**config.mk**
```make
export PLATFORM = sky130hd
export DESIGN_NAME = rtc_bus_seq_flat
export DESIGN_NICKNAME = d
export VERILOG_FILES = /design/src/rtl/rtc_bus_seq_pkg.sv /design/src/rtl/rtc_bus_seq_if.sv /design/src/rtl/rtc_phase_timer.sv /design/src/rtl/rtc_bus_seq.sv /design/src/flat_wrapper.sv
export SDC_FILE = /design/constraint.sdc
export NUM_CORES = 1
export LEC_CHECK = 0
export ABC_CLOCK_PERIOD_IN_PS = 5270
export BUFFER_PORTS_ARGS = -buffer_cell sky130_fd_sc_hd__buf_2
export CAP_MARGIN = 40
export CORE_ASPECT_RATIO = 1.25
export CORE_MARGIN = 3
export CORE_UTILIZATION = 30
export CTS_CLUSTER_DIAMETER = 100
export DETAILED_ROUTE_END_ITERATION = 6
export SYNTH_ARGS = -nofsm -noshare
export SYNTH_HDL_FRONTEND = slang
export SYNTH_HIERARCHICAL = 1
export SYNTH_SLANG_ARGS = --single-unit
```
**constraint.sdc**
```tcl
create_clock -name clk -period 5.27 [get_ports clk]
set_clock_uncertainty 0.2 [all_clocks]
set_input_delay 0.2635 -clock clk [delete_from_list [all_inputs] [get_ports clk]]
set_output_delay 0.2635 -clock clk [all_outputs]
set_load 0.01 [all_outputs]
```
**src/rtl/rtc_bus_seq_pkg.sv**
```systemverilog
// Shared types and default timing for the RTC multiplexed-bus sequencer.
package rtc_bus_pkg;

    typedef enum logic [2:0] {
        IDLE,
        A_SU,
        A_PW,
        A_HD,
        D_SU,
        D_PW,
        D_HD,
        GAP
    } rtc_state_e;

    localparam int DEF_ADDR_W    = 8;
    localparam int DEF_T_SU      = 1;
    localparam int DEF_T_PW      = 2;
    localparam int DEF_T_HD      = 1;
    localparam int DEF_T_GAP     = 2;
    localparam int DEF_MAX_BURST = 16;

    // Width of the phase down-counter; wide enough for any practical phase length.
    localparam int TMR_W = 8;

    function automatic logic is_addr_phase(input rtc_state_e s);
        return (s == A_SU) || (s == A_PW) || (s == A_HD);
    endfunction

    function automatic logic is_data_phase(input rtc_state_e s);
        return (s == D_SU) || (s == D_PW) || (s == D_HD);
    endfunction

endpackage

```
**src/rtl/rtc_bus_seq_if.sv**
```systemverilog
// Host request/response and multiplexed bus signals of the RTC sequencer.
interface rtc_bus_seq_if #(
    parameter int ADDR_W    = 8,
    parameter int MAX_BURST = 16
);
    localparam int BL_W = $clog2(MAX_BURST + 1);

    logic              start;
    logic              rw;
    logic [ADDR_W-1:0] addr;
    logic [BL_W-1:0]   burst_len;
    logic [ADDR_W-1:0] wdata;
    logic              wdata_ack;
    logic [ADDR_W-1:0] rdata;
    logic              rdata_valid;
    logic              busy;
    logic              done;
    logic              CS;
    logic              RD;
    logic              WR;
    logic              A_D;
    logic [ADDR_W-1:0] ad_out;
    logic              ad_oe;
    logic [ADDR_W-1:0] ad_in;

    modport master (
        input  start, rw, addr, burst_len, wdata, ad_in,
        output wdata_ack, rdata, rdata_valid, busy, done,
        output CS, RD, WR, A_D, ad_out, ad_oe
    );

    modport slave (
        output start, rw, addr, burst_len, wdata, ad_in,
        input  wdata_ack, rdata, rdata_valid, busy, done,
        input  CS, RD, WR, A_D, ad_out, ad_oe
    );
endinterface

```
**src/rtl/rtc_phase_timer.sv**
```systemverilog
// Loadable down-counter; tc is high while the count sits at zero.
module rtc_phase_timer #(
    parameter int W = 8
) (
    input  logic         clk,
    input  logic         clr,
    input  logic         load,
    input  logic [W-1:0] load_val,
    output logic         tc
);
    logic [W-1:0] cnt;

    // Load a new phase length, otherwise count down and park at zero.
    always_ff @(posedge clk or posedge clr) begin
        if (clr)              cnt <= '0;
        else if (load)        cnt <= load_val;
        else if (cnt != '0)   cnt <= cnt - W'(1);
    end

    assign tc = (cnt == '0);
endmodule

```
**src/rtl/rtc_bus_seq.sv**
```systemverilog
// RTC multiplexed address/data bus sequencer with burst support.
module rtc_bus_seq
    import rtc_bus_pkg::*;
#(
    parameter int ADDR_W    = DEF_ADDR_W,
    parameter int T_SU      = DEF_T_SU,
    parameter int T_PW      = DEF_T_PW,
    parameter int T_HD      = DEF_T_HD,
    parameter int T_GAP     = DEF_T_GAP,
    parameter int MAX_BURST = DEF_MAX_BURST
) (
    input logic           clk,
    input logic           clr,
    rtc_bus_seq_if.master bus
);
    localparam int BL_W = $clog2(MAX_BURST + 1);

    rtc_state_e        state, state_n;
    logic [ADDR_W-1:0] addr_q, addr_n;
    logic              rw_q, rw_n;
    logic [BL_W-1:0]   rem_q, rem_n;
    logic              tmr_load, tmr_tc;
    logic [TMR_W-1:0]  tmr_val;

    logic              cs_q, rd_q, wr_q, ad_q, oe_q;
    logic              cs_n, rd_n, wr_n, ad_n, oe_n;
    logic [ADDR_W-1:0] adout_q, adout_n, rdata_q, rdata_n;
    logic              rv_q, rv_n, wack_q, wack_n, busy_q, busy_n, done_q, done_n;

    rtc_phase_timer #(.W(TMR_W)) u_tmr (
        .clk      (clk),
        .clr      (clr),
        .load     (tmr_load),
        .load_val (tmr_val),
        .tc       (tmr_tc)
    );

    // State and transaction context registers.
    always_ff @(posedge clk or posedge clr) begin
        if (clr) begin
            state  <= IDLE;
            addr_q <= '0;
            rw_q   <= 1'b0;
            rem_q  <= '0;
        end else begin
            state  <= state_n;
            addr_q <= addr_n;
            rw_q   <= rw_n;
            rem_q  <= rem_n;
        end
    end

    // Next-state sequencing; each phase loads the timer with its length minus one.
    always_comb begin
        state_n  = state;
        addr_n   = addr_q;
        rw_n     = rw_q;
        rem_n    = rem_q;
        tmr_load = 1'b0;
        tmr_val  = '0;
        unique case (state)
            IDLE: if (bus.start && bus.burst_len != '0) begin
                state_n  = A_SU;
                addr_n   = bus.addr;
                rw_n     = bus.rw;
                rem_n    = bus.burst_len;
                tmr_load = 1'b1;
                tmr_val  = TMR_W'(T_SU - 1);
            end
            A_SU: if (tmr_tc) begin state_n = A_PW; tmr_load = 1'b1; tmr_val = TMR_W'(T_PW - 1);  end
            A_PW: if (tmr_tc) begin state_n = A_HD; tmr_load = 1'b1; tmr_val = TMR_W'(T_HD - 1);  end
            A_HD: if (tmr_tc) begin state_n = D_SU; tmr_load = 1'b1; tmr_val = TMR_W'(T_SU - 1);  end
            D_SU: if (tmr_tc) begin state_n = D_PW; tmr_load = 1'b1; tmr_val = TMR_W'(T_PW - 1);  end
            D_PW: if (tmr_tc) begin state_n = D_HD; tmr_load = 1'b1; tmr_val = TMR_W'(T_HD - 1);  end
            D_HD: if (tmr_tc) begin state_n = GAP;  tmr_load = 1'b1; tmr_val = TMR_W'(T_GAP - 1); end
            GAP: if (tmr_tc) begin
                if (rem_q == BL_W'(1)) begin
                    state_n = IDLE;
                    rem_n   = '0;
                end else begin
                    state_n  = A_SU;
                    rem_n    = rem_q - BL_W'(1);
                    addr_n   = addr_q + ADDR_W'(1);
                    tmr_load = 1'b1;
                    tmr_val  = TMR_W'(T_SU - 1);
                end
            end
            default: state_n = IDLE;
        endcase
    end

    // Outputs are decoded from the next state so the registered copies line up with the state.
    always_comb begin
        cs_n    = 1'b1;
        rd_n    = 1'b1;
        wr_n    = 1'b1;
        ad_n    = 1'b1;
        oe_n    = 1'b0;
        adout_n = adout_q;
        rdata_n = rdata_q;
        rv_n    = 1'b0;
        wack_n  = 1'b0;
        busy_n  = (state_n != IDLE);
        done_n  = (state == GAP) && (state_n == IDLE);
        if (is_addr_phase(state_n)) begin
            ad_n    = 1'b0;
            oe_n    = 1'b1;
            adout_n = addr_n;
            if (state_n == A_PW) begin
                cs_n = 1'b0;
                wr_n = 1'b0;
            end
        end else if (is_data_phase(state_n)) begin
            if (!rw_n) begin
                oe_n = 1'b1;
                // ad_out doubles as the captured write byte for the rest of the beat.
                if (state == A_HD) begin
                    adout_n = bus.wdata;
                    wack_n  = 1'b1;
                end
                if (state_n == D_PW) begin
                    cs_n = 1'b0;
                    wr_n = 1'b0;
                end
            end else if (state_n == D_PW) begin
                cs_n = 1'b0;
                rd_n = 1'b0;
            end
        end
        if (rw_q && state == D_PW && state_n == D_HD) begin
            rdata_n = bus.ad_in;
            rv_n    = 1'b1;
        end
    end

    // Registered output stage.
    always_ff @(posedge clk or posedge clr) begin
        if (clr) begin
            cs_q    <= 1'b1;
            rd_q    <= 1'b1;
            wr_q    <= 1'b1;
            ad_q    <= 1'b1;
            oe_q    <= 1'b0;
            adout_q <= '0;
            rdata_q <= '0;
            rv_q    <= 1'b0;
            wack_q  <= 1'b0;
            busy_q  <= 1'b0;
            done_q  <= 1'b0;
        end else begin
            cs_q    <= cs_n;
            rd_q    <= rd_n;
            wr_q    <= wr_n;
            ad_q    <= ad_n;
            oe_q    <= oe_n;
            adout_q <= adout_n;
            rdata_q <= rdata_n;
            rv_q    <= rv_n;
            wack_q  <= wack_n;
            busy_q  <= busy_n;
            done_q  <= done_n;
        end
    end

    assign bus.CS          = cs_q;
    assign bus.RD          = rd_q;
    assign bus.WR          = wr_q;
    assign bus.A_D         = ad_q;
    assign bus.ad_oe       = oe_q;
    assign bus.ad_out      = adout_q;
    assign bus.rdata       = rdata_q;
    assign bus.rdata_valid = rv_q;
    assign bus.wdata_ack   = wack_q;
    assign bus.busy        = busy_q;
    assign bus.done        = done_q;
endmodule

```
**src/flat_wrapper.sv**
```systemverilog
// flat-port wrapper written by rule: the top's interface ports become plain ports
module rtc_bus_seq_flat import rtc_bus_pkg::*;
#(
    parameter int ADDR_W    = DEF_ADDR_W,
    parameter int T_SU      = DEF_T_SU,
    parameter int T_PW      = DEF_T_PW,
    parameter int T_HD      = DEF_T_HD,
    parameter int T_GAP     = DEF_T_GAP,
    parameter int MAX_BURST = DEF_MAX_BURST
)
  (clk, clr, bus_start, bus_rw, bus_addr, bus_burst_len, bus_wdata, bus_ad_in, bus_wdata_ack, bus_rdata, bus_rdata_valid, bus_busy, bus_done, bus_CS, bus_RD, bus_WR, bus_A_D, bus_ad_out, bus_ad_oe);
  rtc_bus_seq_if #(.ADDR_W(ADDR_W), .MAX_BURST(MAX_BURST)) bus_i ();
  input logic clk;
  input logic clr;
  input wire logic [$bits(bus_i.start)-1:0] bus_start;
  input wire logic [$bits(bus_i.rw)-1:0] bus_rw;
  input wire logic [$bits(bus_i.addr)-1:0] bus_addr;
  input wire logic [$bits(bus_i.burst_len)-1:0] bus_burst_len;
  input wire logic [$bits(bus_i.wdata)-1:0] bus_wdata;
  input wire logic [$bits(bus_i.ad_in)-1:0] bus_ad_in;
  output wire logic [$bits(bus_i.wdata_ack)-1:0] bus_wdata_ack;
  output wire logic [$bits(bus_i.rdata)-1:0] bus_rdata;
  output wire logic [$bits(bus_i.rdata_valid)-1:0] bus_rdata_valid;
  output wire logic [$bits(bus_i.busy)-1:0] bus_busy;
  output wire logic [$bits(bus_i.done)-1:0] bus_done;
  output wire logic [$bits(bus_i.CS)-1:0] bus_CS;
  output wire logic [$bits(bus_i.RD)-1:0] bus_RD;
  output wire logic [$bits(bus_i.WR)-1:0] bus_WR;
  output wire logic [$bits(bus_i.A_D)-1:0] bus_A_D;
  output wire logic [$bits(bus_i.ad_out)-1:0] bus_ad_out;
  output wire logic [$bits(bus_i.ad_oe)-1:0] bus_ad_oe;
  assign bus_i.start = bus_start;
  assign bus_i.rw = bus_rw;
  assign bus_i.addr = bus_addr;
  assign bus_i.burst_len = bus_burst_len;
  assign bus_i.wdata = bus_wdata;
  assign bus_i.ad_in = bus_ad_in;
  assign bus_wdata_ack = bus_i.wdata_ack;
  assign bus_rdata = bus_i.rdata;
  assign bus_rdata_valid = bus_i.rdata_valid;
  assign bus_busy = bus_i.busy;
  assign bus_done = bus_i.done;
  assign bus_CS = bus_i.CS;
  assign bus_RD = bus_i.RD;
  assign bus_WR = bus_i.WR;
  assign bus_A_D = bus_i.A_D;
  assign bus_ad_out = bus_i.ad_out;
  assign bus_ad_oe = bus_i.ad_oe;
  rtc_bus_seq #(.ADDR_W(ADDR_W), .T_SU(T_SU), .T_PW(T_PW), .T_HD(T_HD), .T_GAP(T_GAP), .MAX_BURST(MAX_BURST)) u_core (.clk(clk), .clr(clr), .bus(bus_i));
endmodule
```
==> results of run 1 <==
==> per-layer routing <==
layer	vias up	track usage	routed length [um]
met5	-	0	0
met4	0	0.0352	36
li1	1152	-	-
met3	4	0.0268	301
met1	1128	0.164	2790
met2	61	0.207	3090
==> state kept, by name (all words and copies together), names as in the netlist <==
| signal | count |
|---|---|
| u_core/bus.ad_oe | 1 |
| u_core/bus.rdata | 8 |
| u_core/u_tmr/cnt | 8 |
| u_core/bus.WR | 1 |
| u_core/bus.rdata_valid | 1 |
| u_core/bus.done | 1 |
| u_core/bus.wdata_ack | 1 |
| u_core/rem_q | 5 |
| u_core/addr_q | 8 |
| u_core/bus.ad_out | 8 |
| u_core/bus.RD | 1 |
| u_core/bus.A_D | 1 |
| u_core/rw_q | 1 |
| u_core/state | 3 |
| u_core/bus.CS | 1 |
| u_core/bus.busy | 1 |
==> where the power goes <==
| group | switching, mW | total (mW) | internal (mW) |
|---|---|---|---|
| clock | 0.144 | 0.243 | 0.0987 |
| sequential | 0.163 | 0.693 | 0.529 |
| combinational | 0.329 | 0.641 | 0.312 |
==> area by class of cell <==
class                           instances  area (um^2)
Clock buffer                            5         68.8
Clock inverter                          3         28.8
Fill cell                             886         5390
Inverter                               11         41.3
Multi-Input combinational cell        214         1350
Sequential cell                        50         1260
Tap cell                              120          150
Timing Repair Buffer                   70          410
==> stage by stage <==
stage / hold WS [ps] / cell area [um^2] / utilization
after floorplan: -121 / 2720 / -
after global placement: 51.7 / 3100 / 0.356
after detailed placement: 58.4 / 3100 / 0.356
after CTS: 1.54 / 3310 / 0.380
after global routing: 2.84 / 3310 / 0.380
final: 9.90 / 3310 / 0.380
==> cells in the final DEF, fill, tap and decap left out, types with 3 or more instances in the layout <==
cell type       n
buf_2          57
nand2_1        46
dfrtp_1        46
nor2_1         20
dlygate4sd3_1  11
o21ai_0        11
nand3_1        10
a21oi_1        10
inv_1           9
nor3_1          9
conb_1          7
a22o_1          6
a21o_1          6
clkbuf_8        5
a221o_1         5
o31ai_1         5
nand2b_1        4
nor2b_1         4
o211ai_1        4
mux2i_1         4
xnor2_1         4
ha_1            4
dfstp_2         4
a22oi_1         3
or3_1           3
a31oi_1         3
==> worst min-delay path: stages <==
cell,delay (ps)
buf_2,90
a2bb2oi_1,70
nand2_1,70
==> worst max path at each step <==
stage / startpoint / end / slack, ps / depth (start not counted)
floorplan: u_core/u_tmr/cnt[0] / u_core/u_tmr/cnt[6] / 2000 / 13
global placement: u_core/u_tmr/cnt[0] / u_core/bus.ad_out[5] / 1750 / 9
detailed placement: u_core/u_tmr/cnt[0] / u_core/bus.ad_out[6] / 1610 / 9
CTS: u_core/u_tmr/cnt[0] / u_core/bus.ad_out[5] / 1570 / 9
global route: u_core/u_tmr/cnt[0] / u_core/bus.ad_out[0] / 1300 / 9
finish: u_core/u_tmr/cnt[0] / u_core/bus.ad_out[5] / 1590 / 9
==> cell families after synthesis <==
family	synth area share
buffers and inverters	0.0413
adders and majority gates	0.0186
AOI/OAI and AO/OA	0.212
other	0.00139
and+or+nand+nor	0.223
xor gates and xnor gates	0.0195
DFF	0.466
muxes	0.0190
==> repair_timing <==
action,in CTS,in global routing
buffers inserted,0,0
hold buffers,11,0
endpoints found under the hold margin,56,0
==> reports/qor.yml, run 1 <==
cts:
  clock_latency_ps: 310
  root_buffer: "clkbuf_8"
  cts.sinks: 50
  cts_buffers: 5
  cts_buffer_depth: 2
  cts_tree: "done"
  h-tree-depth: 2
  clk_pin_slew_ps: 110
  cts_resized: 0
placed_design:
  numPortBuffers: 57
  dp_cells: 454
  pre_cts_slack_ps: 1610
  gp_congestion: 0.834
  dp_hpwl_um: 4450
job:
  maxCapViolations: 0
floorplan:
  fp.dieArea_um2: 10200
  rows: 38
  start_util: 0.310
  pin_count: 58
  die_h_um: 112
  die_w_um: 90.8
  core_um2: 8700
synth:
  ys_async_sr_fraction: 1.00
  synthDistinctLibCells: 66
  synth_flop_cell: "dfrtp_1"
  synth_seq_cells: 50
  synth_edf_count: 0
  synth_warnings: 6
  synth_top_area_share: 0.427
  yosys-top-cells-count: "dfrtp_1, nand2_1, nor2_1"
  avgSynthCellArea_um2: 9.50
  syn_area_um2: 2700
  yosys.area.top_type: "dfrtp_1"
  ys_seq_area_frac: 0.466
  synth_area_leaders: "dfrtp_1, nand2_1, dfstp_2"
  synthesis.instances: 284
worst_setup_path:
  r2r_start: "u_core/u_tmr/cnt[0]"
  rr_endpoint: "u_core/bus.ad_out[5]"
  path_max_fanout: 18
  crit_chain: "inv_1 -> ha_1 -> or4b_1 -> nor2_2 -> nand3_1 -> nor3_2 -> nor3_4 -> a22o_1 -> a21o_1"
  path_buf_inv: 1
  worst_ep_arrival_time_ps: 3680
  worstSetupPathType: "flip-flop to flip-flop"
  critical-path-max-stage-delay_ps: 650
  required_ps: 5270
  start_kind: "flip-flop"
  reg2reg_slack_ps: 1590
  cp_top_family: "simple AND/OR/NAND/NOR gates"
  cp-end-kind: "flip-flop"
  slowest_stage: "nor3_2"
  reg2regPathDepth: 9
sta:
  worst_pin_slew_ps: 792
  fin_ws_ps: 1590
  tns_ps: 0
  fin_crit_sh: 0.698
  max_freq_mhz: 272
  layout_min_cycle_time_ps: 3680
  slew-limit-headroom: 0.469
  rsz0062_at_grt: "false"
  slew_viol_final: 0
  setup_viol: 0
  hold_viol: 0
min_path:
  whs_endpoint: "u_core/addr_q[7]"
  worstHoldStart: "bus_addr[7]"
  holdPathStages: 3
  hold_path_class: "input port to flip-flop"
detailed_routing:
  dr_total_vias: 2345
  drc: 0
  viasPerCell: 4.96
  ant_nets: 0
  drt-wirelength-per-cell_um: 13.1
  drt_iter0_markers: 179
  routed_wl_um: 6220
  first_pass_iters: 4
power:
  p_per_area_nw_per_um2: 477
  power.leakage_nw: 1.46
  ir_worst_vdd_mv: 0.180
  totalPowerFinal_mw: 1.58
global_routing:
  gr-total-overflow: 0
  antenna_found_initial: 0
  grt_pass1_vias: 2329
  grt_max_degree: 43
  grt_use_total: 0.124
  grt_pass1_wl_um: 10700
run_status:
  status: "completed"
finish:
  drive_above_1_share: 0.241
  diodes: 0
  syn_to_final_growth_pct: 22.6
  fin_cells: 473
  final_nets: 389
Note: power is estimated with default switching activity, not from simulation.
==> run 2: changes to the inputs <==
- ABC_CLOCK_PERIOD_IN_PS: 5270 -> 3000
- clock period: 5.27 -> 3 ns (I/O delays scaled with it)
==> run 2 against run 1 <==
Via count rose by 4.7%. Maximum frequency rose by 27%. Utilization rose by 4.0 points. Wire length rose by 7.3%. Flip-flop and latch count did not move. Design area rose by 11%. Register-to-register slack got worse by 1500 ps.
==> reports/qor.yml, run 2 (synthesis gave the netlist of run 1 again) <==
run_status:
  status: "completed"
finish:
  final_area_um2: 3660
  most-common-layout-cells: "buf_2, nand2_1, dfrtp_1"
  syn_to_final_growth_pct: 35.6
  final_common_cell: "buf_2"
  regArea_um2: 1260
  diodes: 0
  fillCellCount: 882
  utilization: 0.420
  multi_input_area_um2: 1370
  drive_above_1_share: 0.273
  final_nets: 424
power:
  totalPowerFinal_mw: 3.01
  power.leakage_nw: 1.64
  ir_worst_vdd_mv: 0.401
  p_per_area_nw_per_um2: 822
cts:
  clk_pin_slew_ps: 100
  clock_latency_ps: 310
  h-tree-depth: 2
  cts_buffer_depth: 2
  cts.sinks: 50
  cts_buffers: 5
  root_buffer: "clkbuf_8"
  cts_tree: "done"
min_path:
  worstHoldStart: "bus_burst_len[4]"
  hold_path_class: "input port to flip-flop"
  whs_endpoint: "u_core/rem_q[4]"
  holdPathStages: 3
global_routing:
  grt_max_degree: 25
  grt_pass1_wl_um: 11200
  grt_pass1_vias: 2369
  grt_use_total: 0.132
  antenna_found_initial: 0
  gr-total-overflow: 0
floorplan:
  rows: 38
  die_w_um: 90.8
  start_util: 0.310
  pin_count: 58
  die_h_um: 112
  fp.dieArea_um2: 10200
  core_um2: 8700
detailed_routing:
  drc: 0
  viasPerCell: 4.83
  routed_wl_um: 6670
  dr_total_vias: 2455
  first_pass_iters: 5
  drt_iter0_markers: 117
  drt-wirelength-per-cell_um: 13.1
  ant_nets: 0
sta:
  slew-limit-headroom: 0.529
  tns_ps: 0
  rsz0062_at_grt: "true"
  slew_viol_final: 0
  fin_crit_sh: 0.962
  worst_pin_slew_ps: 701
  layout_min_cycle_time_ps: 2890
  hold_viol: 0
  setup_viol: 0
  max_freq_mhz: 346
placed_design:
  numPortBuffers: 57
  dp_hpwl_um: 4650
  placed_area_um2: 3170
  gp_congestion: 0.811
worst_setup_path:
  crit_chain: "inv_1 -> ha_2 -> or4b_1 -> nor2_2 -> and4_1 -> nand3_1 -> o21a_1 -> a221o_1 -> a21o_1"
  worstSetupPathType: "flip-flop to flip-flop"
  worst_ep_arrival_time_ps: 2890
  r2r_start: "u_core/u_tmr/cnt[0]"
  cp-end-kind: "flip-flop"
  start_kind: "flip-flop"
  reg2regPathDepth: 9
  required_ps: 3010
  reg2reg_slack_ps: 110
  slowest_stage: "or4b_1"
  critical-path-max-stage-delay_ps: 480
  rr_endpoint: "u_core/bus.ad_out[4]"
  path_max_fanout: 5
job:
  maxCapViolations: 0
-- run 2: worst max-delay path by stage --
stage	from	end	slack (ps)	depth (start not counted)
after CTS	u_core/u_tmr/cnt[0]	u_core/bus.ad_out[0]	10	10
after floorplan	u_core/u_tmr/cnt[0]	u_core/bus.ad_out[7]	30	11
after global routing	u_core/u_tmr/cnt[0]	u_core/u_tmr/cnt[7]	-9	10
after detailed placement	u_core/u_tmr/cnt[0]	u_core/bus.ad_out[0]	30	10
after global placement	u_core/u_tmr/cnt[0]	u_core/bus.ad_out[7]	120	9
final	u_core/u_tmr/cnt[0]	u_core/bus.ad_out[4]	110	9
-- run 2: metrics by stage --
stage / hold slack (ps) / instances / setup WS, ps
after CTS: 9.64 / 500 / 13.9
final: 27.5 / 508 / 114
after global placement: -66.2 / 463 / 121
after global routing: 65.1 / 508 / -9.40
after detailed placement: -66.9 / 463 / 34.1
after floorplan: -234 / 290 / 34.2
-- run 2: routing by layer --
metal | part of all wire | wire (um) | track usage
met3 | 0.041 | 274 | 0.0282
met4 | 0.012 | 79 | 0.0322
met1 | 0.45 | 3020 | 0.176
met2 | 0.49 | 3300 | 0.221
met5 | 0 | 0 | 0
-- run 2: worst max-delay path: cells and delay by family, from the launching register on --
family                   cells  cell delay (ps)
AO/OA/AOI/OAI                3              720
flip-flops                   1              420
buffers and inverters        1               90
adder cells (fa/ha/maj)      1              220
AND/OR/NAND/NOR              4             1130
-- run 2: power by group --
| group | total (mW) | switching, mW | internal [mW] |
|---|---|---|---|
| Clock | 0.510 | 0.236 | 0.275 |
| Combinational | 1.30 | 0.657 | 0.647 |
| Sequential | 1.19 | 0.261 | 0.931 |
-- run 2: cell type report --
class,instances,area share
well taps,120,0.0411
flip-flops and latches,50,0.343
repair buffers,105,0.197
multi-input cells,214,0.374
clock inverters,2,0.0106
inverters,11,0.0113
clock buffers,6,0.0226
-- run 2: what timing repair did --
| item | in CTS | in global routing |
|---|---|---|
| setup endpoints to repair | 0 | 18 |
| resized for setup | 0 | 6 |
| hold endpoints to repair | 52 | 0 |
| hold buffers | 29 | 0 |
| buffers inserted | 0 | 8 |
==> run 3: changes to the inputs <==
- SYNTH_HIERARCHICAL: 1 -> default
==> run 3 against run 2 <==
Final cell count shrank 6.1%. Register-to-register slack better by 170 ps. Sequential power down 43%. Critical path type unchanged. Combinational power fell by 95%.
==> reports/qor.yml, run 3 <==
run_status:
  status: "completed"
synth:
  yosys.area.top_type: "dfrtp_1"
  avgSynthCellArea_um2: 9.85
  syn_area_um2: 2680
  synthesis.instances: 272
  synthDistinctLibCells: 57
  synth_most_common_cell: "dfrtp_1"
  synth_seq_cells: 50
  ys_async_sr_fraction: 1.00
  yosys-top-cells-count: "dfrtp_1, nand2_1, nor2_1"
  synth_area_leaders: "dfrtp_1, dfstp_2, mux2_2"
  ys_seq_area_frac: 0.469
  synth_warnings: 0
  synth_edf_count: 0
  synth_nets: 309
  synth_top_area_share: 0.430
  synth_flop_cell: "dfrtp_1"
placed_design:
  pre_cts_slack_ps: 307
  placed_area_um2: 3150
  numPortBuffers: 57
  gp_congestion: 0.803
  dp_hpwl_um: 5200
  dp_cells: 444
sta:
  worst_pin_slew_ps: 702
  tns_ps: 0
  holdWs_ps: 18.4
  fin_ws_ps: 288
  hold_viol: 0
  rsz0062_at_grt: "false"
  layout_min_cycle_time_ps: 2710
  max_freq_mhz: 369
  slew-limit-headroom: 0.530
  setup_viol: 0
  fin_crit_sh: 0.904
  slew_viol_final: 0
power:
  ir_worst_vdd_mv: 0.163
  p_per_area_nw_per_um2: 353
  totalPowerFinal_mw: 1.24
  power.leakage_nw: 1.62
cts:
  cts_tree: "done"
  cts_buffer_depth: 2
  cts_hold_buf: 25
  root_buffer: "clkbuf_8"
  cts.sinks: 50
  h-tree-depth: 2
  post-cts-setup-buffers: 0
  cts_buffers: 5
  cts_resized: 0
  clk_pin_slew_ps: 100
  clock_latency_ps: 310
finish:
  multi_input_area_um2: 1300
  drive_above_1_share: 0.289
  utilization: 0.415
  diodes: 0
  fin_cells: 477
  final_common_cell: "buf_2"
  final_nets: 396
  most-common-layout-cells: "buf_2, dfrtp_1, dlygate4sd3_1"
  syn_to_final_growth_pct: 31.3
  final_area_um2: 3520
  regArea_um2: 1260
  fillCellCount: 842
detailed_routing:
  ant_nets: 0
  drt_iter0_markers: 174
  drc: 0
  dr_total_vias: 2424
  viasPerCell: 5.08
  routed_wl_um: 7000
  drt-wirelength-per-cell_um: 14.7
  first_pass_iters: 4
global_routing:
  grt_pass1_vias: 2461
  grt_use_total: 0.143
  antenna_found_initial: 0
  grt_max_degree: 34
  grt_pass1_wl_um: 12000
  gr-total-overflow: 0
min_path:
  hold_path_class: "input port to flip-flop"
  holdPathStages: 3
worst_setup_path:
  cp-end-kind: "flip-flop"
  worst_ep_arrival_time_ps: 2700
  start_kind: "flip-flop"
  required_ps: 2990
  reg2regPathDepth: 8
  worstSetupPathType: "flip-flop to flip-flop"
  path_max_fanout: 8
floorplan:
  fp.dieArea_um2: 10100
  die_w_um: 90.5
  die_h_um: 112
  core_um2: 8470
  pin_count: 58
  start_util: 0.316
  rows: 37
job:
  maxCapViolations: 0
[run 3: changes by cell type after synthesis, moves of 5 or more]
| cell | before | now |
|---|---|---|
| o31ai_1 | 5 | 0 |
| o211a_1 | 0 | 5 |
| mux2_2 | 1 | 9 |
| nand2_1 | 46 | 24 |
| inv_1 | 10 | 17 |
| o211ai_1 | 4 | 9 |
| a21o_1 | 6 | 0 |
[run 3: layer usage]
| metal | vias to the layer above | routed length (um) | GRT usage |
|---|---|---|---|
| li1 | 1170 | - | - |
| met1 | 1185 | 3000 | 0.177 |
| met2 | 61 | 3580 | 0.249 |
| met3 | 8 | 332 | 0.0304 |
| met4 | 0 | 82 | 0.0409 |
| met5 | - | 0 | 0 |
[run 3: final timing paths]
check / slack (ps) / from / endpoint
max: 290 / u_core.rem_q[1] / u_core.bus.ad_out[7]
min: 20 / bus_burst_len[3] / u_core.rem_q[3]
max reg2reg: 290 / u_core.rem_q[1] / u_core.bus.ad_out[7]
min reg2reg: 310 / u_core.bus.rdata[0] / u_core.bus.rdata[0]
max in group asynchronous: 1820 / clr / u_core.bus.CS
min in group asynchronous: 180 / clr / u_core.bus.ad_out[2]
[run 3: kinds of logic after synthesis]
group                      share of synthesized area
muxes                                         0.0490
DFF                                            0.469
and+or+nand+nor                                0.212
buffers and inverters                         0.0453
AOI/OAI and AO/OA                              0.183
xor gates and xnor gates                      0.0229
adders and majority gates                     0.0187
[run 3: area by class of cell]
cell class / instances / area share
Multi-Input combinational cell: 191 / 0.370
Sequential cell: 50 / 0.357
Timing Repair Buffer: 93 / 0.179
Tap cell: 117 / 0.0416
Clock buffer: 5 / 0.0196
Inverter: 18 / 0.0192
Clock inverter: 3 / 0.0135
[run 3: worst max-delay path, stage by stage (launching register included)]
cell and delay, ps:
dfrtp_1 390, inv_1 90, ha_1 160, or4b_1 600, a2111oi_2 400, a21o_2 240, nor2_2 80, inv_1 260
o221ai_1 150
[run 3: where the power goes]
group          internal [mW]  switching (mW)  leakage [nW]  total, mW
registers              0.674               0         0.587      0.674
logic                 0.0413          0.0281         0.973     0.0694
clock network          0.253           0.246        0.0587      0.499
total                  0.968           0.274          1.62       1.24
